`config.mk`:
```
export PLATFORM = sky130hd
export DESIGN_NAME = scv_rominit_ctl
export DESIGN_NICKNAME = d
export VERILOG_FILES = /design/src/rtl/scv_rominit_ctl.sv
export SDC_FILE = /design/constraint.sdc
export NUM_CORES = 1
export LEC_CHECK = 0
export CORE_MARGIN = 1
export CORE_UTILIZATION = 46
export CTS_BUF_LIST = sky130_fd_sc_hd__clkbuf_8
export DETAILED_ROUTE_END_ITERATION = 10
export HOLD_SLACK_MARGIN = 0.15
export PLACE_DENSITY = 0.84
export SYNTH_ARGS = -nofsm -noshare
export SYNTH_HDL_FRONTEND = slang
export SYNTH_SLANG_ARGS = --single-unit
```
`constraint.sdc`:
```
create_clock -name CLK -period 2.9 [get_ports CLK]
set_clock_uncertainty 0.05 [all_clocks]
set_input_delay 0.58 -clock CLK [delete_from_list [all_inputs] [get_ports CLK]]
set_output_delay 0.58 -clock CLK [all_outputs]
set_load 0.05 [all_outputs]
```
`src/rtl/scv_rominit_ctl.sv`:
```
// Steers host download bytes onto the SCV boot/chr/cart ROM-init port and holds the core in reset until boot and chr images are complete.
// Optional build macro SCV_ROMINIT_ADDRCHK_EN: drop and flag any write whose DL_ADDR differs from the running byte count.
module scv_rominit_ctl #(
    parameter int unsigned BOOT_SIZE = 4096,
    parameter int unsigned CHR_SIZE  = 1024,
    parameter int unsigned CART_MAX  = 131072,
    parameter int unsigned RES_HOLD  = 16
) (
    input  logic        CLK,
    input  logic        RES,
    input  logic        DL_ACTIVE,
    input  logic [7:0]  DL_INDEX,
    input  logic [24:0] DL_ADDR,
    input  logic [7:0]  DL_DATA,
    input  logic        DL_WR,
    output logic        DL_WAIT,
    output logic        ROMINIT_SEL_BOOT,
    output logic        ROMINIT_SEL_CHR,
    output logic        ROMINIT_SEL_CART,
    output logic [24:0] ROMINIT_ADDR,
    output logic [7:0]  ROMINIT_DATA,
    output logic        ROMINIT_VALID,
    output logic [24:0] CART_SIZE,
    output logic        CORE_RES,
    output logic        ERR
);

    localparam int HW = ($clog2(RES_HOLD + 1) > 5) ? $clog2(RES_HOLD + 1) : 5;
    localparam logic [24:0] BOOT_LIM = 25'(BOOT_SIZE);
    localparam logic [24:0] CHR_LIM  = 25'(CHR_SIZE);
    localparam logic [24:0] CART_LIM = 25'(CART_MAX);

    typedef enum logic [1:0] {S_IDLE, S_LOAD, S_FIN, S_HOLD} state_t;

    state_t          state;
    logic [1:0]      idx;
    logic [24:0]     cnt;
    logic [HW-1:0]   hcnt;
    logic            boot_ok;
    logic            chr_ok;
    logic [2:0]      sel;

    logic            vld_p1;
    logic [24:0]     addr_p1;
    logic [7:0]      data_p1;

    logic            start_ok;
    logic            wr_en;
    logic            wr_over;
    logic            addr_bad;
    logic            wr_take;
    logic            wr_err;
    logic [1:0]      wr_idx;
    logic [24:0]     wr_cnt;

    function automatic logic [24:0] limit_of(input logic [1:0] i);
        case (i)
            2'd0:    return BOOT_LIM;
            2'd1:    return CHR_LIM;
            default: return CART_LIM;
        endcase
    endfunction

    function automatic logic [2:0] sel_of(input logic [1:0] i);
        return 3'b001 << i;
    endfunction

    assign start_ok = DL_ACTIVE && (DL_INDEX < 8'd3);

    // A write in the DL_ACTIVE rise cycle is evaluated against the incoming index with cnt = 0.
    always_comb begin
        wr_idx  = (state == S_LOAD) ? idx : DL_INDEX[1:0];
        wr_cnt  = (state == S_LOAD) ? cnt : 25'd0;
        wr_en   = DL_WR && ((state == S_LOAD) ||
                  (((state == S_IDLE) || (state == S_HOLD)) && start_ok));
        wr_over = (wr_cnt >= limit_of(wr_idx));
        wr_take = wr_en && !wr_over && !addr_bad;
        wr_err  = wr_en && (wr_over || addr_bad);
    end

`ifdef SCV_ROMINIT_ADDRCHK_EN
    assign addr_bad = (DL_ADDR != wr_cnt);
`else
    logic unused_addr;
    assign unused_addr = ^DL_ADDR;
    assign addr_bad    = 1'b0;
`endif

    // Stage p0 -> p1: accepted byte becomes a one-cycle ROM-init write.
    always_ff @(posedge CLK) begin
        if (RES) begin
            state     <= S_IDLE;
            idx       <= 2'd0;
            cnt       <= 25'd0;
            hcnt      <= '0;
            boot_ok   <= 1'b0;
            chr_ok    <= 1'b0;
            sel       <= 3'b000;
            ERR       <= 1'b0;
            CART_SIZE <= 25'd0;
            vld_p1    <= 1'b0;
            addr_p1   <= 25'd0;
            data_p1   <= 8'd0;
        end else begin
            vld_p1 <= wr_take;
            if (wr_take) begin
                addr_p1 <= wr_cnt;
                data_p1 <= DL_DATA;
            end
            if (wr_err)
                ERR <= 1'b1;

            case (state)
                S_IDLE, S_HOLD: begin
                    if (start_ok) begin
                        idx   <= DL_INDEX[1:0];
                        cnt   <= 25'(wr_take);
                        sel   <= sel_of(DL_INDEX[1:0]);
                        state <= S_LOAD;
                    end else if (state == S_HOLD) begin
                        if (hcnt <= HW'(1))
                            state <= S_IDLE;
                        if (hcnt != '0)
                            hcnt <= hcnt - HW'(1);
                    end
                end
                S_LOAD: begin
                    if (wr_take)
                        cnt <= cnt + 25'd1;
                    if (!DL_ACTIVE)
                        state <= S_FIN;
                end
                S_FIN: begin
                    case (idx)
                        2'd0: begin
                            boot_ok <= (cnt == BOOT_LIM);
                            if (cnt != BOOT_LIM)
                                ERR <= 1'b1;
                        end
                        2'd1: begin
                            chr_ok <= (cnt == CHR_LIM);
                            if (cnt != CHR_LIM)
                                ERR <= 1'b1;
                        end
                        default: begin
                            CART_SIZE <= cnt;
                            if (cnt == 25'd0)
                                ERR <= 1'b1;
                        end
                    endcase
                    hcnt  <= HW'(RES_HOLD);
                    sel   <= 3'b000;
                    state <= S_HOLD;
                end
                default: state <= S_IDLE;
            endcase
        end
    end

    // A byte still in flight when RES rises never reaches the ROM.
    assign ROMINIT_VALID    = vld_p1 && !RES;
    assign ROMINIT_ADDR     = addr_p1;
    assign ROMINIT_DATA     = data_p1;
    assign ROMINIT_SEL_BOOT = sel[0];
    assign ROMINIT_SEL_CHR  = sel[1];
    assign ROMINIT_SEL_CART = sel[2];
    assign DL_WAIT          = RES || (state == S_FIN);
    assign CORE_RES         = !((state == S_IDLE) && boot_ok && chr_ok);

endmodule

```
* Yosys cells after proc, flatten, opt, wreduce, memory -nomap -nowiden
Cells that the tools add are included.
Word-level totals: output and inout bits 65, register bits after elaboration 99, input bits 45, word-level logic and storage cells 90
Operators by class: reductions and logical operators 31, shifts and indexed selects 1, mux-type cells 23, bitwise operators 1, equality and inequality tests 17, order comparisons 3, add/sub/neg operators 2
Operators with widths (count):
- two-way mux 25 bit | 3
- one-hot mux 25 bit (2 select lines) | 1
- one-hot mux 18 bit (2 select lines) | 1
- adder 25 x 1 -> 25 bit, second input constant | 1
- equality test 25 x 11 -> 1 bit, second input constant | 1
- equality test 25 x 13 -> 1 bit, second input constant | 1
- greater-or-equal comparator 25 bit | 1
- logical NOT 25 bit | 1
- inequality test 25 x 11 -> 1 bit, second input constant | 1
- inequality test 25 x 13 -> 1 bit, second input constant | 1
- two-way mux 5 bit | 3
- inequality test 2 bit, second input constant | 6
- two-way mux 2 bit | 5
- one-hot mux 5 bit (2 select lines) | 1
- AND reduction 2 bit | 5
- logical AND 1 bit | 8
- less-than comparator 8 x 2 -> 1 bit, second input constant | 1
- equality test 2 x 1 -> 1 bit, second input constant | 3
- logical NOT 2 bit | 3
- inequality test 3 bit, second input constant | 2
- one-hot mux 2 bit (3 select lines) | 1
- one-hot mux 3 bit (2 select lines) | 1
- AND reduction 3 bit | 2
- <= comparator 5 x 1 -> 1 bit, second input constant | 1
- other kinds (13) | 24

* Depth between registers and ports, before layout
Gate-level depths: netlist of the first run.
depth in word-level cells 10, gate-level depth with buffers 14, gate-level depth less buffers 11

* Worst setup path after synthesis of the first run
No wires, ideal clock.
kind reg-to-reg, from register state[1], to register cnt[16], library setup time 0.070 ns, cell stages (with the launch flop) 14, buffers on the path 2, data required time 2.780 ns, period minus slack after synthesis 3.197 ns, data arrival time 3.077 ns, slack -0.297 ns, cells stage by stage dfxtp_1 inv_1 ha_1 buf_2 buf_1 mux2i_1 nor2b_1 ha_1 nand4b_1 nor4_2 a211oi_2 nand2_2 or4_1 a21boi_1
On the way: word-level cells in the longest chain between the ends 9, elaborated cells on any way between the ends 21, those cells by class order compare (1); eq/ne (5); mux (4); reduce/logical (11)
RTL lines:
- start: declaration | line 35 | state_t state;
- start signal: assignment | line 92 | state <= S_IDLE;
- start signal: assignment | line 119 | state <= S_LOAD;
- start signal: assignment | line 122 | state <= S_IDLE;
- equality test 2 x 1 -> 1 bit
- two-way mux 2 bit | line 72 | wr_idx = (state == S_LOAD) ? idx : DL_INDEX[1:0];
- equality test 2 x 1 -> 1 bit / logical NOT 2 bit (equally long branches) | line 57 | case (i)
- one-hot mux 18 bit (2 select lines) | line 57
- greater-or-equal comparator 25 bit | line 76 | wr_over = (wr_cnt >= limit_of(wr_idx));
- logical NOT 1 bit | line 77 | wr_take = wr_en && !wr_over && !addr_bad;
- logical AND 1 bit | line 77
- inequality test 2 bit (no source line)
- AND reduction 3 bit (no source line)
- end signal: assignment | line 117 | cnt <= 25'(wr_take);
- end signal: assignment | line 129 | cnt <= cnt + 25'd1;
- end: declaration | line 37 | logic [24:0] cnt;
Several ways; a longest one is shown, not always the timed one. A chain may end at the register's enable or synchronous reset.

* Final worst setup path of the first run
from register state[1], to register cnt[12]
The elaborated chain is that of the path after synthesis.

==> results of run 1 <==
layer usage:
| layer | track usage | vias up | routed length [um] |
|---|---|---|---|
| met5 | 0 | - | 0 |
| met3 | 0.0416 | 25 | 590 |
| met2 | 0.445 | 136 | 6140 |
| met4 | 0.105 | 0 | 328 |
| li1 | - | 2101 | - |
| met1 | 0.287 | 2062 | 5090 |
area by class of cell:
type | count | area (um2)
Clock inverter | 6 | 65.1
Fill cell | 797 | 3330
Clock buffer | 10 | 138
Multi-Input combinational cell | 391 | 2390
Sequential cell | 99 | 1980
Timing Repair Buffer | 131 | 1210
Tap cell | 129 | 161
Inverter | 12 | 45.0
metrics by stage:
step                setup slack [ns]  total power [uW]   util
floorplan                    0.00256              2040      -
global placement              -0.207              2330  0.611
detailed placement            -0.288              2370  0.611
CTS                           0.0341              3280  0.633
global route                 -0.0417              3490  0.643
finish                         0.140              3330  0.643
cells in the mapped netlist (3+ instances only):
master,instances
buf_2,4
ha_1,12
nor3_1,8
nand3_1,31
o21ai_1,3
and3_1,14
a31o_2,3
nor4b_1,4
a21oi_1,50
o21ai_0,25
buf_1,3
and4_1,3
dfxtp_1,99
or3_1,4
nor4_1,3
nand3b_1,3
nor2_1,42
nand2_1,87
nor2b_1,7
and2_1,12
a31oi_1,6
inv_1,12
o21a_1,4
mux2i_1,14
or4_1,3
nand4_1,5
clkbuf_1,18
o31ai_1,6
a22oi_1,3
nor4_2,3
what timing repair did:
action / CTS / global route
endpoints found under the setup margin: 0 / 35
resized for setup: 0 / 13
buffers inserted: 0 / 4
endpoints found under the hold margin: 0 / 0
hold buffers: 0 / 0
worst register-to-register path, stage by stage (launching register included):
cell and delay (ns):
dfxtp_2 0.34, inv_2 0.08, ha_4 0.21, mux2i_4 0.28
nor2b_4 0.17, ha_1 0.24, nand4b_1 0.14, nor4_2 0.07
a211oi_2 0.33, buf_4 0.19, nand2_4 0.07, or4_1 0.46
nand3_1 0.09
kinds of logic after synthesis:
group                      Yosys count  synth area share
and+or+nand+nor                    246             0.291
muxes                               14            0.0313
DFF                                 99             0.443
adders and majority gates           12            0.0336
buffers and inverters               40            0.0369
AOI/OAI and AO/OA                  119             0.164
worst paths after layout:
| check | start | endpoint |
|---|---|---|
| worst max-delay path | state[1] | cnt[12] |
| worst min-delay path | CART_SIZE[8] | CART_SIZE[8] |
| worst max register to register | state[1] | cnt[12] |
| worst min register to register | CART_SIZE[8] | CART_SIZE[8] |
state kept, by name (all words and copies together) (netlist names), 2 cells and up:
| signal | cells |
|---|---|
| CART_SIZE | 25 |
| ROMINIT_ADDR | 25 |
| cnt | 25 |
| ROMINIT_DATA | 8 |
| hcnt | 5 |
| sel | 3 |
| idx | 2 |
| state | 2 |
power by group:
| group | switching [uW] | internal [uW] |
|---|---|---|
| registers | 35.6 | 1400 |
| clock network | 492 | 425 |
| logic | 553 | 421 |
==> results.sh, run 1 <==
export IMPL_root_buffer="clkbuf_8"
export IMPL_synth_edf_count=0
export IMPL_synth_ff_type="dfxtp_1"
export IMPL_worst_slew_pin_transition_ns=0.784
export IMPL_h_tree_depth=3
export IMPL_antenna_found_initial=0
export IMPL_crit_family="simple AND/OR/NAND/NOR gates"
export IMPL_hold_violations=0
export IMPL_worstHoldPathCells=2
export IMPL_mostFrequentLayoutCells="dfxtp_1 (98), nand2_1 (87), clkdlybuf4s50_1 (79)"
export IMPL_area_growth_syn_to_layout_pct=34.0
export IMPL_ys_types=63
export IMPL_final_cell_area_um2=6000
export IMPL_grt_max_degree=34
export IMPL_hp_class="register to register"
export IMPL_die_h_um=101
export IMPL_critPathSlowestCell="or4_1"
export IMPL_drc=0
export IMPL_num_antenna_cells=0
export IMPL_grt_pass1_vias=4060
export IMPL_postPlaceCellArea_um2=5700
export IMPL_cts_tree="built"
export IMPL_p_per_area_nw_per_um2=555
export IMPL_yosysSeqAreaShare=0.443
export IMPL_drtIter0Drc=226
export IMPL_coreArea_um2=9330
export IMPL_grt_util_all_layers=0.247
export IMPL_final_cells=778
export IMPL_async_reset_ff_frac=0
export IMPL_clk_insertion_delay_late_ns=0.37
export IMPL_synthCells=530
export IMPL_grt_overflow=0
export IMPL_status="finished, final reports clean"
export IMPL_hold_slack_ns=0.407
export IMPL_crit_cells=12
export IMPL_port_buffer_count=84
export IMPL_final_common_cell="dfxtp_1"
export IMPL_cp_arrival_ns=3.02
export IMPL_cts_buffers=9
export IMPL_worstPathMaxFanout=7
export IMPL_clock_path_buffers=2
export IMPL_max_cap_violations=0
export IMPL_dr_pass1_iters=4
export IMPL_synth_area_um2=4470
export IMPL_placementRows=35
export IMPL_slew_viol_final=0
export IMPL_dp_final_hpwl_um=8960
export IMPL_max_slew_margin_rel=0.476
export IMPL_syn_nets=587
export IMPL_path_class="register to register"
export IMPL_ys_ff_latch=99
export IMPL_grt_pass1_wl_um=19600
export IMPL_crit_chain="inv_2 > ha_4 > mux2i_4 > nor2b_4 > ha_1 > nand4b_1 > nor4_2 > a211oi_2 > buf_4 > nand2_4 > or4_1 > nand3_1"
export IMPL_r2r_slack_ns=0.14
export IMPL_finalWirelength_um=12100
export IMPL_reg2regPathDepth=12
export IMPL_place_gp_congestion=0.963
export IMPL_cp_required_ns=3.16
export IMPL_layout_drive_gt1_share=0.143
export IMPL_syn_area_per_cell_um2=8.44
export IMPL_vias_per_cell=5.56
export IMPL_die_w_um=101
export IMPL_postRouteAntennaNets=0
export IMPL_fmax_mhz=362
export IMPL_cts_sink_count=99
export IMPL_ir_drop_uv=481
export IMPL_netlist_top_cells_area="dfxtp_1 (44%), nand2_1 (7.3%), a21oi_1 (5.6%)"
export IMPL_cp_start_kind="register"
export IMPL_dp_cells=758
export IMPL_synth_top_cell_area_share=0.443
export IMPL_period_needed_ns=2.76
export IMPL_cpPeakStageDelay_ns=0.46
export IMPL_initial_utilization=0.480
export IMPL_crit_path_end_kind="register"
export IMPL_synth_area_leader_cell="dfxtp_1"
export IMPL_critPathBufInv=2
export IMPL_io_pins=110
export IMPL_routedWlPerCell_um=15.6
export IMPL_setup_viol=0
export IMPL_fin_crit_sh=0.952
export IMPL_synth_warnings=0
export IMPL_tns_ns=0
export IMPL_num_vias=4324
export IMPL_clk_pin_slew_ns=0.09
export IMPL_leakage_uw=0.00228
export IMPL_final_nets=701
export IMPL_dieArea_um2=10100
(Power assumes the default switching activity.)
==> run 2, diff against run 1 <==
--- a/config.mk
+++ b/config.mk
@@ -5,9 +5,11 @@
 export SDC_FILE = /design/constraint.sdc
 export NUM_CORES = 1
 export LEC_CHECK = 0
+export CAP_MARGIN = 20
 export CORE_MARGIN = 1
 export CORE_UTILIZATION = 46
 export CTS_BUF_LIST = sky130_fd_sc_hd__clkbuf_8
+export CTS_CLUSTER_DIAMETER = 30
 export DETAILED_ROUTE_END_ITERATION = 10
 export HOLD_SLACK_MARGIN = 0.15
 export PLACE_DENSITY = 0.84
==> constraint.sdc (replaced) <==
create_clock -name CLK -period 2.4 [get_ports CLK]
set_clock_uncertainty 0.05 [all_clocks]
set_input_delay 0.48 -clock CLK [delete_from_list [all_inputs] [get_ports CLK]]
set_output_delay 0.48 -clock CLK [all_outputs]
set_load 0.05 [all_outputs]
==> run 2 against run 1 <==
The flow now finishes with violations (setup timing); first-iteration DRC count grew 47%; clock-buffer cell count is the same; sequential cell count unchanged; sequential share of layout area fell by 3.8 points; non-clock buffer count is 54 higher; power rose by 27%; fmax is 1.9% higher; combinational power is 51% higher; clock power is 10% higher; sequential power up 21%; critical path type unchanged; critical endpoint is now ROMINIT_DATA[4]; highest routed layer unchanged.
==> results.sh, run 2 (synthesis gave the netlist of run 1 again) <==
export IMPL_port_buffer_count=84
export IMPL_crit_path_end_kind="register"
export IMPL_cts_tree="built"
export IMPL_grt_pass1_vias=4542
export IMPL_setup_viol=57
export IMPL_antenna_found_initial=0
export IMPL_drtIter0Drc=333
export IMPL_mostFrequentLayoutCells="dfxtp_1 (97), nand2_1 (85), buf_4 (83)"
export IMPL_vias_per_cell=5.73
export IMPL_clk_pin_slew_ns=0.10
export IMPL_coreArea_um2=9330
export IMPL_hold_violations=0
export IMPL_grt_util_all_layers=0.277
export IMPL_status="finished, violations left"
export IMPL_fin_crit_sh=1.13
export IMPL_die_h_um=101
export IMPL_tns_ns=-13.09
export IMPL_num_vias=4765
export IMPL_cts_buffers=9
export IMPL_multi_input_area_um2=2690
export IMPL_hold_slack_ns=0.410
export IMPL_grt_pass1_wl_um=21900
export IMPL_rsz0062_at_grt="yes"
export IMPL_root_buffer="clkbuf_8"
export IMPL_area_growth_syn_to_layout_pct=51.9
export IMPL_path_class="register to register"
export IMPL_final_common_cell="dfxtp_1"
export IMPL_placementRows=35
export IMPL_drc=0
export IMPL_dieArea_um2=10100
export IMPL_die_w_um=101
export IMPL_p_per_area_nw_per_um2=620
export IMPL_max_slew_margin_rel=0.603
export IMPL_setup_ws_ns=-0.309
export IMPL_dr_pass1_iters=5
export IMPL_place_gp_congestion=0.958
export IMPL_cp_arrival_ns=2.90
export IMPL_grt_max_degree=31
export IMPL_power_uw=4210
export IMPL_slew_viol_final=0
export IMPL_clock_path_buffers=2
export IMPL_final_cells=831
export IMPL_finalWirelength_um=14400
export IMPL_cts_hold_buf=0
export IMPL_h_tree_depth=3
export IMPL_final_nets=755
export IMPL_routedWlPerCell_um=17.3
export IMPL_initial_utilization=0.480
export IMPL_cp_required_ns=2.59
export IMPL_pre_cts_slack_ns=-0.733
export IMPL_fill_cells=691
export IMPL_grt_overflow=0
export IMPL_ir_drop_uv=531
export IMPL_worst_slew_pin_transition_ns=0.595
export IMPL_max_cap_violations=0
export IMPL_violations="setup timing"
export IMPL_fmax_mhz=369
export IMPL_postRouteAntennaNets=0
export IMPL_cp_start_kind="register"
export IMPL_leakage_uw=0.00260
export IMPL_worstPathMaxFanout=6
export IMPL_hp_class="register to register"
export IMPL_cts_sink_count=99
export IMPL_period_needed_ns=2.71
export IMPL_layout_drive_gt1_share=0.279
export IMPL_num_antenna_cells=0
export IMPL_clk_insertion_delay_late_ns=0.38
export IMPL_seq_area_um2=1990
export IMPL_dp_cells=794
export IMPL_io_pins=110
export IMPL_dp_final_hpwl_um=9690
run 2: critical path, cell delays in order, from the launching register on:
cell and delay, ns:
dfxtp_2 0.35, inv_4 0.07, ha_4 0.18, mux2i_4 0.29, nand2_2 0.11, ha_4 0.29, nand4b_1 0.15, nor4_2 0.26
nand2_1 0.19, nand4_4 0.20, buf_12 0.16, mux2i_4 0.22, nor2_1 0.06
run 2: timing repair:
item,in CTS,in global routing
setup buffers,7,12
gates resized for setup,23,80
hold endpoints to repair,0,0
pin swaps,4,21
setup endpoints to repair,56,65
cloned,1,3
run 2: final timing paths:
kind	startpoint	to	slack, ns	cells after the start
max	state[1]	ROMINIT_DATA[4]	-0.31	12
min	ROMINIT_ADDR[15]	ROMINIT_ADDR[15]	0.41	2
max reg2reg	state[1]	ROMINIT_DATA[4]	-0.31	12
min reg2reg	ROMINIT_ADDR[15]	ROMINIT_ADDR[15]	0.41	2
run 2: cell type report:
| cell class | count | share of cell area |
|---|---|---|
| Clock inverter | 5 | 0.00571 |
| Multi-Input combinational cell | 391 | 0.396 |
| Clock buffer | 10 | 0.0203 |
| Timing Repair Buffer | 185 | 0.255 |
| Inverter | 12 | 0.00700 |
| Sequential cell | 99 | 0.292 |
| Tap cell | 129 | 0.0237 |
run 2: through the flow:
stage / util / instance area (um2)
after floorplan: - / 4560
after CTS: 0.680 / 6340
after detailed placement: 0.645 / 6010
after global placement: 0.645 / 6010
final: 0.729 / 6800
after global routing: 0.729 / 6800
run 2: routing by layer:
layer	track usage	vias up	part of all wire
met5	0	-	0
met4	0.115	0	0.045
met3	0.0479	65	0.065
met2	0.496	239	0.50
met1	0.326	2247	0.39
li1	-	2214	-
run 2: where the power goes:
group / internal [uW] / switching (uW) / leakage, uW / total (uW)
Combinational: 678 / 791 / 0.00171 / 1470
Clock: 406 / 600 / 0.0000887 / 1010
Sequential: 1700 / 43.5 / 0.000799 / 1740
==> run 3, diff against run 2 <==
--- a/config.mk
+++ b/config.mk
@@ -7,12 +7,12 @@
 export LEC_CHECK = 0
 export CAP_MARGIN = 20
 export CORE_MARGIN = 1
-export CORE_UTILIZATION = 46
+export CORE_UTILIZATION = 45
 export CTS_BUF_LIST = sky130_fd_sc_hd__clkbuf_8
 export CTS_CLUSTER_DIAMETER = 30
 export DETAILED_ROUTE_END_ITERATION = 10
 export HOLD_SLACK_MARGIN = 0.15
-export PLACE_DENSITY = 0.84
+export PLACE_DENSITY = 0.83
 export SYNTH_ARGS = -nofsm -noshare
 export SYNTH_HDL_FRONTEND = slang
 export SYNTH_SLANG_ARGS = --single-unit
==> run 3 against run 2 <==
The run still ends with setup timing left; sequential cell count unchanged; highest routed layer unchanged; setup slack got worse by 0.12 ns; cell area increased by 4.2%; sequential share of layout area decreased by 1.2 points; hold slack got worse by 0.0033 ns; cell count increased by 0.60%; die area increased by 2.2%; via count increased by 0.48%; combinational power increased by 12%; global-route usage increased by 0.70 points.
==> results.sh, run 3 (synthesis gave the netlist of run 1 again) <==
export IMPL_status="finished, violations left"
export IMPL_violations="setup timing"
export IMPL_path_class="input port to register"
export IMPL_switchingPower_uw=1540
export IMPL_cts_buffers=9
export IMPL_grt_pass1_wl_um=22300
export IMPL_cts_hold_buf=0
export IMPL_finalWirelength_um=15400
export IMPL_worst_slew_pin_transition_ns=0.588
export IMPL_dieArea_um2=10300
export IMPL_fmax_mhz=354
export IMPL_setup_viol=57
export IMPL_grt_overflow=0
export IMPL_mostFrequentLayoutCells="dfxtp_1 (97), nand2_1 (81), clkdlybuf4s50_1 (79), buf_4 (79), a21oi_1 (45)"
export IMPL_hp_class="register to register"
export IMPL_setup_ws_ns=-0.424
export IMPL_cp_required_ns=2.62
export IMPL_period_needed_ns=2.82
export IMPL_port_buffer_count=84
export IMPL_path_common_cell="nand2_2"
export IMPL_initial_utilization=0.462
export IMPL_grt_util_all_layers=0.284
export IMPL_p_int_uw=3030
export IMPL_max_cap_violations=0
export IMPL_combPwrFrac=0.358
export IMPL_crit_path_end_kind="register"
export IMPL_drc=0
export IMPL_tns_ns=-16.88
export IMPL_hold_slack_ns=0.406
export IMPL_max_slew_margin_rel=0.604
export IMPL_worstPathMaxFanout=6
export IMPL_crit_chain="clkdlybuf4s50_1 > mux2i_4 > nand2_2 > ha_4 > nand4b_1 > nor4_4 > nand2_2 > nand4_4 > buf_12 > buf_16 > mux2i_1 > nor2_1"
export IMPL_p_per_area_nw_per_um2=646
export IMPL_fill_cells=654
export IMPL_fin_crit_sh=1.18
export IMPL_vias_per_cell=5.73
export IMPL_die_w_um=102
export IMPL_dp_final_hpwl_um=9710
export IMPL_clk_pin_slew_ns=0.09
export IMPL_h_tree_depth=3
export IMPL_die_h_um=102
export IMPL_coreArea_um2=9680
export IMPL_num_antenna_cells=0
export IMPL_placementRows=36
export IMPL_sw_frac_of_total=0.337
export IMPL_cpPeakStageDelay_ns=0.55
export IMPL_io_pins=110
export IMPL_cts_sink_count=99
export IMPL_dr_pass1_iters=5
export IMPL_final_nets=755
export IMPL_root_buffer="clkbuf_8"
export IMPL_power_frac_seq=0.380
export IMPL_num_vias=4788
export IMPL_routedWlPerCell_um=18.5
export IMPL_area_growth_syn_to_layout_pct=58.4
export IMPL_critPathSlowestCell="clkdlybuf4s50_1"
export IMPL_ir_drop_uv=501
export IMPL_rsz0062_at_grt="yes"
export IMPL_antenna_found_initial=0
export IMPL_place_gp_congestion=0.943
export IMPL_cp_arrival_ns=3.05
export IMPL_slew_viol_final=0
export IMPL_hold_violations=0
export IMPL_grt_pass1_vias=4510
export IMPL_leakage_uw=0.00266
export IMPL_cts_tree="built"
export IMPL_layout_drive_gt1_share=0.309
export IMPL_grt_max_degree=31
export IMPL_clk_insertion_delay_late_ns=0.39
export IMPL_cp_start_kind="input port"
export IMPL_final_common_cell="dfxtp_1"
export IMPL_clock_path_buffers=2
export IMPL_clkPwrFrac=0.263
export IMPL_postRouteAntennaNets=0
export IMPL_drtIter0Drc=286
## run 3: final cells by class
cell class | instances | area, um2 | share of cell area
Multi-Input combinational cell | 391 | 2870 | 0.405
Sequential cell | 99 | 1990 | 0.280
Timing Repair Buffer | 185 | 1800 | 0.254
Tap cell | 133 | 166 | 0.0235
Clock buffer | 9 | 124 | 0.0175
Clock inverter | 7 | 92.6 | 0.0131
Inverter | 12 | 45.0 | 0.00636
## run 3: final timing paths
path / cells past startpoint / slack [ns] / startpoint / end
worst max register to register: 14 / -0.41 / state[1] / ROMINIT_DATA[4]
worst min-delay path: 2 / 0.41 / CART_SIZE[16] / CART_SIZE[16]
worst max-delay path: 12 / -0.42 / DL_INDEX[0] / ROMINIT_DATA[4]
worst min register to register: 2 / 0.41 / CART_SIZE[16] / CART_SIZE[16]
## run 3: metal layers
layer / vias up / global-route usage / wire, um
met4: 0 / 0.145 / 714
met5: - / 0 / 0
met3: 67 / 0.0469 / 965
li1: 2218 / - / -
met1: 2284 / 0.326 / 6020
met2: 219 / 0.505 / 7730
## run 3: power groups by stage
stage	logic (uW)	clock network (uW)	registers, uW
CTS	1440	1200	1730
global route	1730	1290	1740
detailed placement	1190	0	1770
floorplan	673	0	1830
global placement	1160	0	1770
finish	1640	1200	1740
## run 3: timing repair
action	in CTS	in global routing
setup buffers	14	12
cloned	4	0
gates resized for setup	93	38
pin swaps	46	21
setup endpoints to repair	54	64
## run 3: worst max-delay path, delay by kind of cell
kind,cells,cell delay [ns]
adder cells (fa/ha/maj),1,0.30
buffers and inverters,3,0.81
multiplexers,2,0.50
AND/OR/NAND/NOR,6,0.95
## run 3: through the flow
stage / power [uW] / util / setup WS (ns) / instances / cell area (um2)
after detailed placement: 2960 / 0.620 / -0.587 / 794 / 6000
after global placement: 2930 / 0.620 / -0.521 / 794 / 6000
final: 4570 / 0.732 / -0.424 / 836 / 7080
after CTS: 4370 / 0.704 / -0.190 / 828 / 6820
after global routing: 4760 / 0.732 / -0.485 / 836 / 7080
after floorplan: 2510 / - / -0.300 / 530 / 4560
